--- src/rtl/exec_sequencer.sv ---
// Multi-cycle control sequencer: steps each instruction through
// FETCH/DECODE/EXEC/MEM/WB, gates register-file and data-memory write
// enables, runs the data-memory request/ready handshake with a timeout,
// and provides run/step/halt debug control plus a retired-instruction count.
//
// Data-memory handshake: mem_req is high in every MEM cycle; the access
// completes in the cycle where mem_ready is sampled high alongside mem_req.
// If mem_ready never arrives within MEM_TIMEOUT MEM cycles the sequencer
// parks in FAULT. mem_ready arriving in the limit cycle still completes.
module exec_sequencer #(
    parameter int CNT_W       = 32,
    parameter int MEM_TIMEOUT = 16,
    parameter int TO_W        = 5
) (
    input  logic             clk,
    input  logic             rst,
    input  logic             run,
    input  logic             step,
    input  logic             halt_req,
    input  logic             clear,
    input  logic             is_load,
    input  logic             is_store,
    input  logic             is_halt,
    input  logic             rf_we,
    input  logic             mem_ready,
    output logic             ir_load,
    output logic             pc_inc,
    output logic             we1_en,
    output logic             we2_en,
    output logic             mem_req,
    output logic             busy,
    output logic             halted,
    output logic             fault,
    output logic [2:0]       state_o,
    output logic [CNT_W-1:0] instr_count
);

    typedef enum logic [2:0] {
        S_IDLE   = 3'd0,
        S_FETCH  = 3'd1,
        S_DECODE = 3'd2,
        S_EXEC   = 3'd3,
        S_MEM    = 3'd4,
        S_WB     = 3'd5,
        S_HALTED = 3'd6,
        S_FAULT  = 3'd7
    } state_t;

    localparam logic [TO_W-1:0] TO_LIMIT = TO_W'(MEM_TIMEOUT);

    state_t          state;
    state_t          state_nx;
    logic            step_mode;
    logic            step_mode_nx;
    logic [TO_W-1:0] to_cnt;
    logic [TO_W-1:0] to_cnt_nx;
    logic [TO_W-1:0] to_inc;

    assign to_inc = to_cnt + TO_W'(1);

    // State, step-mode flag and MEM wait counter registers.
    always_ff @(posedge clk or negedge rst) begin
        if (!rst) begin
            state     <= S_IDLE;
            step_mode <= 1'b0;
            to_cnt    <= '0;
        end else begin
            state     <= state_nx;
            step_mode <= step_mode_nx;
            to_cnt    <= to_cnt_nx;
        end
    end

    // Retired-instruction counter: one increment per WB cycle, wraps naturally.
    always_ff @(posedge clk or negedge rst) begin
        if (!rst) begin
            instr_count <= '0;
        end else if (state == S_WB) begin
            instr_count <= instr_count + CNT_W'(1);
        end
    end

    // Next-state logic; run/halt_req are only consulted at instruction boundaries.
    always_comb begin
        state_nx     = state;
        step_mode_nx = step_mode;
        to_cnt_nx    = to_cnt;
        case (state)
            S_IDLE: begin
                if (step) begin
                    state_nx     = S_FETCH;
                    step_mode_nx = 1'b1;
                end else if (run && !halt_req) begin
                    state_nx     = S_FETCH;
                    step_mode_nx = 1'b0;
                end
            end
            S_FETCH:  state_nx = S_DECODE;
            S_DECODE: state_nx = is_halt ? S_HALTED : S_EXEC;
            S_EXEC: begin
                if (is_load || is_store) begin
                    state_nx  = S_MEM;
                    to_cnt_nx = '0;
                end else begin
                    state_nx = S_WB;
                end
            end
            S_MEM: begin
                if (mem_ready) begin
                    state_nx = S_WB;
                end else begin
                    to_cnt_nx = to_inc;
                    if (to_inc == TO_LIMIT) begin
                        state_nx = S_FAULT;
                    end
                end
            end
            S_WB: begin
                if (step_mode || halt_req || !run) begin
                    state_nx = S_IDLE;
                end else begin
                    state_nx = S_FETCH;
                end
            end
            S_HALTED, S_FAULT: begin
                if (clear) begin
                    state_nx = S_IDLE;
                end
            end
            default: state_nx = S_IDLE;
        endcase
    end

    // Output decode from the registered state; only the write enables see inputs.
    always_comb begin
        ir_load = 1'b0;
        pc_inc  = 1'b0;
        we1_en  = 1'b0;
        we2_en  = 1'b0;
        mem_req = 1'b0;
        busy    = 1'b0;
        halted  = 1'b0;
        fault   = 1'b0;
        case (state)
            S_FETCH: begin
                ir_load = 1'b1;
                busy    = 1'b1;
            end
            S_DECODE, S_EXEC: busy = 1'b1;
            S_MEM: begin
                mem_req = 1'b1;
                we2_en  = is_store;
                busy    = 1'b1;
            end
            S_WB: begin
                pc_inc = 1'b1;
                we1_en = rf_we;
                busy   = 1'b1;
            end
            S_HALTED: halted = 1'b1;
            S_FAULT:  fault  = 1'b1;
            default: ;
        endcase
    end

    assign state_o = state;

endmodule
--- config.mk ---
export PLATFORM = sky130hd
export DESIGN_NAME = exec_sequencer
export DESIGN_NICKNAME = d
export VERILOG_FILES = /design/src/rtl/exec_sequencer.sv
export SDC_FILE = /design/constraint.sdc
export NUM_CORES = 1
export LEC_CHECK = 0
export CORE_MARGIN = 5
export CORE_UTILIZATION = 45
export CTS_BUF_LIST = sky130_fd_sc_hd__clkbuf_8
export DETAILED_ROUTE_END_ITERATION = 8
export PLACE_DENSITY = 0.83
export SETUP_SLACK_MARGIN = 0.1
export SYNTH_ARGS = -nofsm -noshare
export SYNTH_HDL_FRONTEND = slang
export SYNTH_SLANG_ARGS = --single-unit
--- constraint.sdc ---
create_clock -name clk -period 1.4 [get_ports clk]
set_input_delay 0.28 -clock clk [delete_from_list [all_inputs] [get_ports clk]]
set_output_delay 0.28 -clock clk [all_outputs]
set_load 0.005 [all_outputs]
# Word level (Yosys, flattened, before mapping)
# Index checks and enable logic that the tools add are counted.
[word_totals]
input_bits = 11
ff_bits = 41
[classes]
addsub = 2
reduce_logical = 14
n_eq_ne = 13
n_mux = 22
[op_table]
columns = ["operator", "count"]
rows = [
  ["$add 32x1->32 const B", 1],
  ["$pmux 3 s7", 1],
  ["$mux 3", 6],
  ["$eq 3x3->1 const B", 4],
  ["$mux 1", 12],
  ["$mux 5", 2],
  ["$pmux 5 s2", 1],
  ["$eq 3x2->1 const B", 2],
  ["$ne 2x2->1 const B", 3],
  ["$ne 3x3->1 const B", 2],
  ["$reduce_and 3->1", 2],
  ["$add 5x1->5 const B", 1],
  ["$eq 5x5->1 const B", 1],
  ["$reduce_or 5->1", 1],
  ["$reduce_bool 2->1", 2],
  ["$eq 3x1->1 const B", 1],
  ["$logic_not 3->1", 1],
  ["$logic_or 1x1->1", 3],
  ["$logic_not 1->1", 2],
  ["$reduce_and 2->1", 1],
  ["$reduce_or 2->1", 1],
  ["$logic_and 1x1->1", 1],
]

# Logic depth before layout (Yosys ltp)
# Gate-level depths: netlist (run 1).
[depth]
depth_word = 5
depth_mapped = 5

# Worst setup path before layout (run 1)
# No wires, ideal clock.
[synth_timing]
path_kind = "reg2reg"
startpoint = "register state[1] (netlist: state_o[1])"
endpoint = "register instr_count[11]"
arrival_ps = 1415
path_stages_with_launch = 5
setup_ps = 125
n_path_buf = 0
setup_slack_ps = -139
required_time_ps = 1275
cell_sequence = "dfrtp_1 -> nand3b_2 -> nor4_4 -> nand3_1 -> xnor2_1"
[synth_between]
elab_chain_cells = 1
[synth_rtl]
columns = ["element", "line_no", "rtl"]
rows = [
  ["start, declared", "51", "state_t state;"],
  ["start signal, assigned", "68", "state <= state_nx;"],
  ["$eq 3x3->1", "78", "end else if (state == S_WB) begin"],
  ["end signal, assigned", "79", "instr_count <= instr_count + CNT_W'(1);"],
  ["end, declared", "35", "output logic [CNT_W-1:0] instr_count"],
]
# Every way passes these cells.
# A chain may end at the register's enable or synchronous reset.

# Worst setup path after layout (run 1)
[layout_timing]
startpoint = "register state[1] (netlist: state_o[1])"
endpoint = "register instr_count[25]"
# Same word-level chain as after synthesis.

==> reports/metrics.yaml, run 1 <==
run:
  maxCapViolCount: 0
grt:
  globalRouteOverflowTotal: 0
  track_usage_pct: 27.4
  antenna_found_initial: 0
  grt_max_degree: 42
  grt_pass1_wl_um: 13100
  grt_pass1_vias: 2522
clock_network:
  path_clk_slew_ns: 0.10
  cts_tree: "done"
  cts-root-buf: "clkbuf_8"
  clock_path_buffers: 2
  cts_max_level: 2
  cts_sinks: 41
  clk_latency_ns: 0.32
  cts_buffers: 5
timing:
  tightest_slew_ns: 0.351
  clock.fmax_mhz: 553
  max_slew_margin_pct: 76.3
  finalMaxSlewViolations: 0
  hold_violations: 0
  final.min_clock_period_ns: 1.81
  fin_crit_sh_pct: 129
  rsz0062_at_grt: "yes"
  fin_skew_ns: 0.0189
  setup_viol: 47
  fin_setup_tns_ns: -11.37
  timing.final.ws_setup_ns: -0.408
  whs_ns: 0.452
drt:
  totalWireLength_um: 10400
  vias_per_cell: 6.17
  dr_total_vias: 2540
  drtIter0Drc: 224
  dr.pass1.iters: 4
  post_drt_wl_per_cell_um: 25.3
  drc: 0
  antenna_left: 0
worst_setup_path:
  crit_path_start_kind: "register"
  worstPathCellList: "buf_6, nand3b_4, buf_8, buf_6, nor2_4, buf_6, buf_6, nand3_2, xnor2_1"
  critical-path-max-stage-delay_ns: 0.42
  endpoint: "instr_count[25]$_DFFE_PN0P_"
  endpoint_kind: "register"
  critPathKind: "register to register"
  worstRegToRegCells: 9
  cp_common_cell: "buf_6"
  slowest_stage: "dfrtp_1"
  reg2reg_to: "instr_count[25]$_DFFE_PN0P_"
  crit_start: "state_o[1]$_DFFE_PN0P_"
  timing.reg2reg.setup_slack_ns: -0.41
  r2r_start: "state_o[1]$_DFFE_PN0P_"
  path_max_fanout: 5
  cp_num_buf_inv: 5
  cp.depth: 9
  critPathArrivalTime_ns: 2.02
  worstPathRequired_ns: 1.61
  cpLargestDelayFamily: "buffers and inverters"
die:
  die-area_sq_mm: 0.00602
  ios: 54
  die-height_um: 77.6
  die_w_um: 77.6
  core_area_sq_mm: 0.00438
  fp-row-count: 24
  initial_core_util_pct: 46.9
synthesis:
  synth_top_family_by_area: "simple AND/OR/NAND/NOR gates"
  synth.distinct_cells: 38
  synth_edf_count: 0
  synth.cell_area_sq_mm: 0.00206
  netlist_instances: 195
  synth-adder-area-share_pct: 1.22
  synth-compound-area-share_pct: 6.15
  seq_area_frac_synth_pct: 49.9
  syn_nets: 208
  synth_xor_area_share_pct: 14.1
  synth_mux_area_share_pct: 0
  synth_area_per_cell_sq_um: 10.5
  synthSimpleGateAreaFrac_pct: 26.7
  synth_flop_cell: "dfrtp_1"
  synth_seq_cells: 41
  synth_warnings: 0
  async_reset_ff_share_pct: 100
final_layout:
  fillers: 151
  antenna-diode-count: 0
  mostFrequentLayoutCell: "buf_6"
  utilization_pct: 91.8
  area_growth_pct: 95.7
  drive_gt1_share_pct: 56.4
  final_cell_mix: "59 x buf_6, 58 x buf_4, 39 x dfrtp_1"
  final_nets: 372
power_and_ir_drop:
  ir_drop_mv: 1.28
  power.share.switching_pct: 35.3
  power.total_mw: 5.61
  intPower_mw: 3.63
  p_switching_mw: 1.98
  p_leak_nw: 2.03
  power_frac_comb_pct: 55.3
  p_per_area_mw_per_mm2: 1400
  clock_power_share_pct: 18.3
  pwr-share-seq_pct: 26.5
run_status:
  violations: "setup timing"
  status: "complete, but fails checks"
placement:
  routabilityCongestion: 0.801
  io_buffers: 53
  pre_cts_slack_ns: -0.388
  dp_hpwl_um: 3790
hold_path:
  hold_class: "primary input to asynchronous set/reset pin"
-- power by group through the flow --
stage / sequential (mW) / combinational [mW] / clock [mW]
after floorplan: 1.51 / 0.588 / 0
after global placement: 1.46 / 1.52 / 0
after detailed placement: 1.47 / 1.57 / 0
after CTS: 1.43 / 2.34 / 0.985
after global routing: 1.50 / 3.21 / 1.09
final: 1.49 / 3.10 / 1.03
-- cell usage after synthesis (3+ instances only) --
cell type	number	area share (%)
a21oi_1	4	0.97
and2_1	5	1.5
and3_1	6	1.8
clkbuf_1	3	0.55
dfrtp_1	41	50
inv_1	5	0.91
nand2_1	17	3.1
nand2b_1	3	0.91
nand3_1	12	2.9
nand4_1	14	4.3
nor2_1	6	1.1
nor3_1	5	1.2
nor4_4	3	3.1
o21ai_0	12	2.9
xnor2_1	26	11
xor2_1	7	3.0
-- area by class of cell --
class                   instances  area [sq um]  area share (%)
clock buffers                   5          68.8            1.71
clock inverters                 3          46.3            1.15
inverters                       5          21.3           0.529
multi-input cells             145          1310            32.5
flip-flops and latches         41          1030            25.6
well taps                      52          65.1            1.62
repair buffers                161          1490            36.9
-- metrics by stage --
step,cells,instance area (sq um)
2_1_floorplan,195,2090
6_report,412,4020
3_3_place_gp,342,3030
5_1_grt,412,4020
4_1_cts,403,3720
3_5_place_dp,342,3030
-- registers in the layout (all words and copies together), names as in the netlist --
| signal | flops |
|---|---|
| state_o | 3 |
| step_mode | 1 |
| instr_count | 32 |
| to_cnt | 5 |
-- metal layers --
metal | part of all wire, % | up-vias | wire length [um] | GRT usage (%)
met5 | 0 | - | 0 | 0
met4 | 6.5 | 0 | 673 | 10.8
met3 | 7.5 | 64 | 781 | 6.48
met2 | 50 | 191 | 5170 | 47.4
met1 | 36 | 1270 | 3790 | 32.6
li1 | - | 1015 | - | -
-- cell families after synthesis --
family,Yosys count
compound gates,22
simple gates,88
buf+inv,9
xor+xnor,33
fa+ha+maj,2
flops,41
-- worst min-delay path by stage --
| stage | startpoint | slack [ns] | endpoint | cells past startpoint |
|---|---|---|---|---|
| floorplan | rst | -0.02 | instr_count[0]$_DFFE_PN0P_ | 0 |
| global placement | rst | 0.27 | step_mode$_DFFE_PN0P_ | 2 |
| detailed placement | rst | 0.27 | instr_count[2]$_DFFE_PN0P_ | 2 |
| CTS | rst | 0.48 | instr_count[19]$_DFFE_PN0P_ | 3 |
| global route | rst | 0.48 | instr_count[5]$_DFFE_PN0P_ | 3 |
| finish | rst | 0.45 | instr_count[5]$_DFFE_PN0P_ | 3 |
-- repair_timing --
item | in CTS | in global routing
hold endpoints to repair | 41 | 0
setup buffers | 54 | 15
gates cloned | 1 | 0
hold buffers | 1 | 0
resized for setup | 200 | 64
endpoints found under the setup margin | 78 | 61
pin swaps | 41 | 17
-- worst min-delay path: stages --
cell and delay (ns):
dlygate4sd3_1 0.53, buf_2 0.12, buf_12 0.23
Power figures use the tool's default switching activity.
==> run 2: changes to the inputs <==
--- a/config.mk
+++ b/config.mk
@@ -5,11 +5,13 @@
 export SDC_FILE = /design/constraint.sdc
 export NUM_CORES = 1
 export LEC_CHECK = 0
+export CAP_MARGIN = 15
 export CORE_MARGIN = 5
-export CORE_UTILIZATION = 45
+export CORE_UTILIZATION = 50
 export CTS_BUF_LIST = sky130_fd_sc_hd__clkbuf_8
 export DETAILED_ROUTE_END_ITERATION = 8
-export PLACE_DENSITY = 0.83
+export PLACE_DENSITY = 0.87
+export REMOVE_ABC_BUFFERS = 1
 export SETUP_SLACK_MARGIN = 0.1
 export SYNTH_ARGS = -nofsm -noshare
 export SYNTH_HDL_FRONTEND = slang
==> constraint.sdc (replaced) <==
create_clock -name clk -period 2.05 [get_ports clk]
set_input_delay 0.41 -clock clk [delete_from_list [all_inputs] [get_ports clk]]
set_output_delay 0.41 -clock clk [all_outputs]
set_load 0.005 [all_outputs]
==> run 2 against run 1 <==
Compared with the run above: the run now ends clean; routed wire length down 51%; non-clock buffer count decreased by 91; setup slack better by 0.46 ns; critical path type is now register to primary output.
==> reports/metrics.yaml, run 2 (synthesis results as in run 1) <==
clock_network:
  cts_sinks: 41
  cts_buffers: 5
  cts-root-buf: "clkbuf_8"
  cts_hold_buf: 0
  path_clk_slew_ns: 0.08
  cts_tree: "done"
  cts_max_level: 2
  clock_path_buffers: 2
  clk_latency_ns: 0.30
timing:
  fin_setup_tns_ns: 0
  fin_crit_sh_pct: 97.3
  fin_skew_ns: 0.00762
  tightest_slew_ns: 0.507
  whs_ns: 0.163
  finalMaxSlewViolations: 0
  final.min_clock_period_ns: 1.99
  max_slew_margin_pct: 66.2
  setup_viol: 0
  hold_violations: 0
  rsz0062_at_grt: "yes"
  clock.fmax_mhz: 502
drt:
  vias_per_cell: 5.66
  drc: 0
  antenna_left: 0
  dr_total_vias: 1807
  dr.pass1.iters: 4
  drtIter0Drc: 112
  totalWireLength_um: 5120
  post_drt_wl_per_cell_um: 16.0
power_and_ir_drop:
  ir_drop_mv: 0.862
  power.total_mw: 2.80
  p_leak_nw: 1.32
  p_per_area_mw_per_mm2: 956
worst_setup_path:
  endpoint_kind: "primary output"
  critPathKind: "register to primary output"
  endpoint: "halted"
  worstRegToRegCells: 6
  path_max_fanout: 4
  crit_path_start_kind: "register"
  critPathArrivalTime_ns: 1.58
  timing.reg2reg.setup_slack_ns: 0.14
  worstPathRequired_ns: 1.64
  reg2reg_to: "to_cnt[2]$_DFFE_PN0P_"
  r2r_start: "state_o[0]$_DFFE_PN0P_"
  crit_start: "state_o[1]$_DFFE_PN0P_"
placement:
  dp_hpwl_um: 3260
  dpl-instance-area_sq_mm: 0.00267
  io_buffers: 53
  routabilityCongestion: 0.854
die:
  core_area_sq_mm: 0.00400
  die-height_um: 74.1
  die-area_sq_mm: 0.00549
  ios: 54
  die_w_um: 74.1
  initial_core_util_pct: 51.4
  fp-row-count: 23
grt:
  antenna_found_initial: 0
  track_usage_pct: 18.6
  grt_pass1_vias: 1779
  grt_max_degree: 42
  globalRouteOverflowTotal: 0
  grt_pass1_wl_um: 8050
final_layout:
  final_area_sq_mm: 0.00293
  largest_reg_flops: 32
  final_nets: 281
  fillers: 279
  final_cell_mix: "46 x clkdlybuf4s50_1, 39 x dfrtp_1, 26 x xnor2_1"
  drive_gt1_share_pct: 16.0
  antenna-diode-count: 0
  regMostFlops: "instr_count"
  mostFrequentLayoutCell: "clkdlybuf4s50_1"
  area_growth_pct: 42.3
run_status:
  status: "finished, final reports clean"
hold_path:
  hold_class: "primary input to asynchronous set/reset pin"
run:
  maxCapViolCount: 0
## run 2: cell types whose count changed in the layout (fill, tap and decap cells not counted), moves of 7 or more
cell             before  now
buf_4                58   14
nand3_1               5   12
nand2_2               7    0
clkdlybuf4s50_1       9   46
o21ai_1               7    0
nand2_1               8   17
dlygate4sd2_1        11    3
o21ai_0               1   12
buf_6                59    3
buf_2                15    1
## run 2: area by class of cell
| cell class | count | area [sq um] | share of cell area (%) |
|---|---|---|---|
| clock buffer | 5 | 68.8 | 2.35 |
| clock inverter | 3 | 65.1 | 2.22 |
| inverter | 5 | 21.3 | 0.727 |
| multi-input combinational | 145 | 1010 | 34.6 |
| sequential | 41 | 1030 | 35.2 |
| tap | 50 | 62.6 | 2.14 |
| timing repair buffer | 70 | 666 | 22.8 |
## run 2: metrics by stage
| step | cells | setup WS [ns] | utilization, % |
|---|---|---|---|
| final | 319 | 0.0563 | 73.1 |
| after global placement | 301 | 0.107 | 66.8 |
| after floorplan | 191 | 0.396 | - |
| after detailed placement | 301 | 0.0401 | 66.8 |
| after global routing | 319 | -0.0312 | 73.1 |
| after CTS | 315 | 0.0152 | 71.6 |
## run 2: report_power, final
part | leakage (nW) | internal (mW) | switching (mW)
sequential | 0.555 | 0.905 | 0.128
combinational | 0.698 | 0.542 | 0.451
clock | 0.0681 | 0.484 | 0.288
## run 2: critical path, cell delays in order (launching register included)
cell and delay (ns):
dfrtp_1 0.43, buf_6 0.13, nand2_1 0.09, nor2_1 0.12
clkdlybuf4s50_1 0.51
## run 2: timing repair
action | CTS | global route
gates resized for setup | 10 | 9
endpoints found under the setup margin | 8 | 7
setup buffers | 6 | 4
pin swaps | 0 | 1
## run 2: metal layers
layer	wire, um	up-vias	track usage (%)
met1	2110	897	23.2
met3	305	7	5.14
met2	2640	60	31.7
li1	-	843	-
met4	66	0	5.43
met5	0	-	0
## run 2: worst min-delay path by stage
stage | from | to | slack, ns | cells past startpoint
after CTS | rst | instr_count[21]$_DFFE_PN0P_ | 0.17 | 2
after global placement | instr_count[31]$_DFFE_PN0P_ | instr_count[31]$_DFFE_PN0P_ | 0.46 | 1
after detailed placement | instr_count[31]$_DFFE_PN0P_ | instr_count[31]$_DFFE_PN0P_ | 0.47 | 1
after floorplan | rst | instr_count[0]$_DFFE_PN0P_ | 0.11 | 0
after global routing | rst | instr_count[21]$_DFFE_PN0P_ | 0.21 | 2
final | rst | instr_count[14]$_DFFE_PN0P_ | 0.16 | 2
==> run 3: changes to the inputs <==
--- a/config.mk
+++ b/config.mk
@@ -6,13 +6,16 @@
 export NUM_CORES = 1
 export LEC_CHECK = 0
 export CAP_MARGIN = 15
+export CORE_ASPECT_RATIO = 2
 export CORE_MARGIN = 5
 export CORE_UTILIZATION = 50
 export CTS_BUF_LIST = sky130_fd_sc_hd__clkbuf_8
 export DETAILED_ROUTE_END_ITERATION = 8
 export PLACE_DENSITY = 0.87
+export RECOVER_POWER = 100
 export REMOVE_ABC_BUFFERS = 1
 export SETUP_SLACK_MARGIN = 0.1
+export SLEW_MARGIN = 20
 export SYNTH_ARGS = -nofsm -noshare
 export SYNTH_HDL_FRONTEND = slang
 export SYNTH_SLANG_ARGS = --single-unit
==> run 3 against run 2 <==
Compared with the run above: hold slack improved by 0.20 ns; clock skew shrank 0.00098 ns; combinational power decreased by 14%; count of clock-buffer cells in the layout is 1 higher; clock power decreased by 34%; design area shrank 3.6%; cell count is the same; critical path type unchanged; critical endpoint is now busy; highest routed layer unchanged.
==> reports/metrics.yaml, run 3 (synthesis results as in run 1) <==
final_layout:
  final_cell_mix: "39 x dfrtp_1, 34 x dlygate4sd3_1, 26 x xnor2_1"
  multi_input_area_sq_um: 990
  largest_reg_flops: 32
  regMostFlops: "instr_count"
  drive_gt1_share_pct: 11.6
  fillers: 329
  antenna-diode-count: 0
  mostFrequentLayoutCell: "dfrtp_1"
  seq_area_sq_mm: 0.00103
  area_growth_pct: 37.2
  utilization_pct: 69.7
  final_nets: 280
clock_network:
  path_clk_slew_ns: 0.07
  clk_latency_ns: 0.28
  cts_sinks: 41
  cts-root-buf: "clkbuf_8"
  cts_hold_buf: 0
  cts_buffers: 5
  clock_path_buffers: 2
  cts_tree: "done"
  cts_max_level: 2
drt:
  totalWireLength_um: 4780
  antenna_left: 0
  drtIter0Drc: 30
  dr_total_vias: 1746
  drc: 0
  vias_per_cell: 5.47
  post_drt_wl_per_cell_um: 15.0
  dr.pass1.iters: 4
timing:
  tightest_slew_ns: 0.985
  setup_viol: 0
  hold_violations: 0
  fin_setup_tns_ns: 0
  fin_crit_sh_pct: 92.3
  clock.fmax_mhz: 528
  rsz0062_at_grt: "no"
  fin_skew_ns: 0.00664
  finalMaxSlewViolations: 0
  max_slew_margin_pct: 34.3
  final.min_clock_period_ns: 1.89
  whs_ns: 0.362
placement:
  io_buffers: 53
  dp_hpwl_um: 3490
  routabilityCongestion: 0.777
worst_setup_path:
  worstRegToRegCells: 6
  critical-path-max-stage-delay_ns: 0.43
  reg2reg_to: "state_o[0]$_DFFE_PN0P_"
  r2r_start: "state_o[1]$_DFFE_PN0P_"
  critPathKind: "register to primary output"
  cpLargestDelayFamily: "simple AND/OR/NAND/NOR gates"
  endpoint_kind: "primary output"
  worstPathRequired_ns: 1.64
  slowest_stage: "dfrtp_2"
  worstPathCellList: "or3_1, and2_1, clkdlybuf4s15_1"
  critPathArrivalTime_ns: 1.48
  path_max_fanout: 3
  crit_path_start_kind: "register"
  cp_num_buf_inv: 1
  timing.reg2reg.setup_slack_ns: 0.17
run:
  maxCapViolCount: 0
grt:
  track_usage_pct: 19.0
  grt_pass1_vias: 1896
  antenna_found_initial: 0
  busiest_layer: "met2"
  grt_pass1_wl_um: 8440
  grt_max_degree: 42
  globalRouteOverflowTotal: 0
  use_met1_pct: 19.1
  use_met2_pct: 34.3
  met3_usage_pct: 5.77
power_and_ir_drop:
  p_leak_nw: 1.36
  power.total_mw: 2.37
  ir_drop_mv: 0.825
  p_per_area_mw_per_mm2: 841
die:
  die_w_um: 55.3
  ios: 54
  die-area_sq_mm: 0.00557
  die-height_um: 101
  initial_core_util_pct: 50.8
  fp-row-count: 33
  core_area_sq_mm: 0.00405
run_status:
  status: "finished, final reports clean"
hold_path:
  hold_class: "primary input to asynchronous set/reset pin"
[run 3: how the worst max path moves through the flow]
| stage | startpoint | end | slack [ns] | depth (start not counted) |
|---|---|---|---|---|
| final | state_o[2]$_DFFE_PN0P_ | busy | 0.16 | 3 |
| after global routing | state_o[0]$_DFFE_PN0P_ | mem_req | 0.08 | 4 |
| after detailed placement | is_store | we2_en | 0.09 | 3 |
| after CTS | state_o[2]$_DFFE_PN0P_ | halted | 0.07 | 4 |
| after floorplan | state_o[1]$_DFFE_PN0P_ | instr_count[11]$_DFFE_PN0P_ | 0.40 | 4 |
| after global placement | is_store | we2_en | 0.10 | 3 |
[run 3: final cells by class]
cell class	count	share of cell area, %
sequential	41	36.5
multi-input combinational	145	35.1
clock inverter	1	0.133
timing repair buffer	69	22.4
tap	52	2.31
inverter	5	0.665
clock buffer	6	2.93
[run 3: timing repair]
| item | in CTS | in global routing |
|---|---|---|
| pin swaps | 0 | 1 |
| gates cloned | 0 | 0 |
| setup buffers | 7 | 1 |
| endpoints found under the hold margin | 0 | 0 |
| endpoints found under the setup margin | 8 | 6 |
| gates resized for setup | 12 | 7 |
[run 3: power by group]
part / switching, mW / total (mW) / internal (mW)
Clock: 0.247 / 0.509 / 0.262
Combinational: 0.413 / 0.853 / 0.440
Sequential: 0.105 / 1.01 / 0.906
Total: 0.764 / 2.37 / 1.61
[run 3: per-layer routing]
layer | vias up | part of all wire [%]
li1 | 833 | -
met1 | 848 | 35
met2 | 53 | 56
met3 | 12 | 5.9
met4 | 0 | 3.2
met5 | - | 0
[run 3: per-stage QoR]
step,std cells,instance area (sq um),setup slack [ns]
detailed placement,304,2680,0.0931
floorplan,191,2030,0.396
global route,319,2820,0.0787
CTS,318,2840,0.0686
global placement,304,2680,0.103
finish,319,2820,0.157
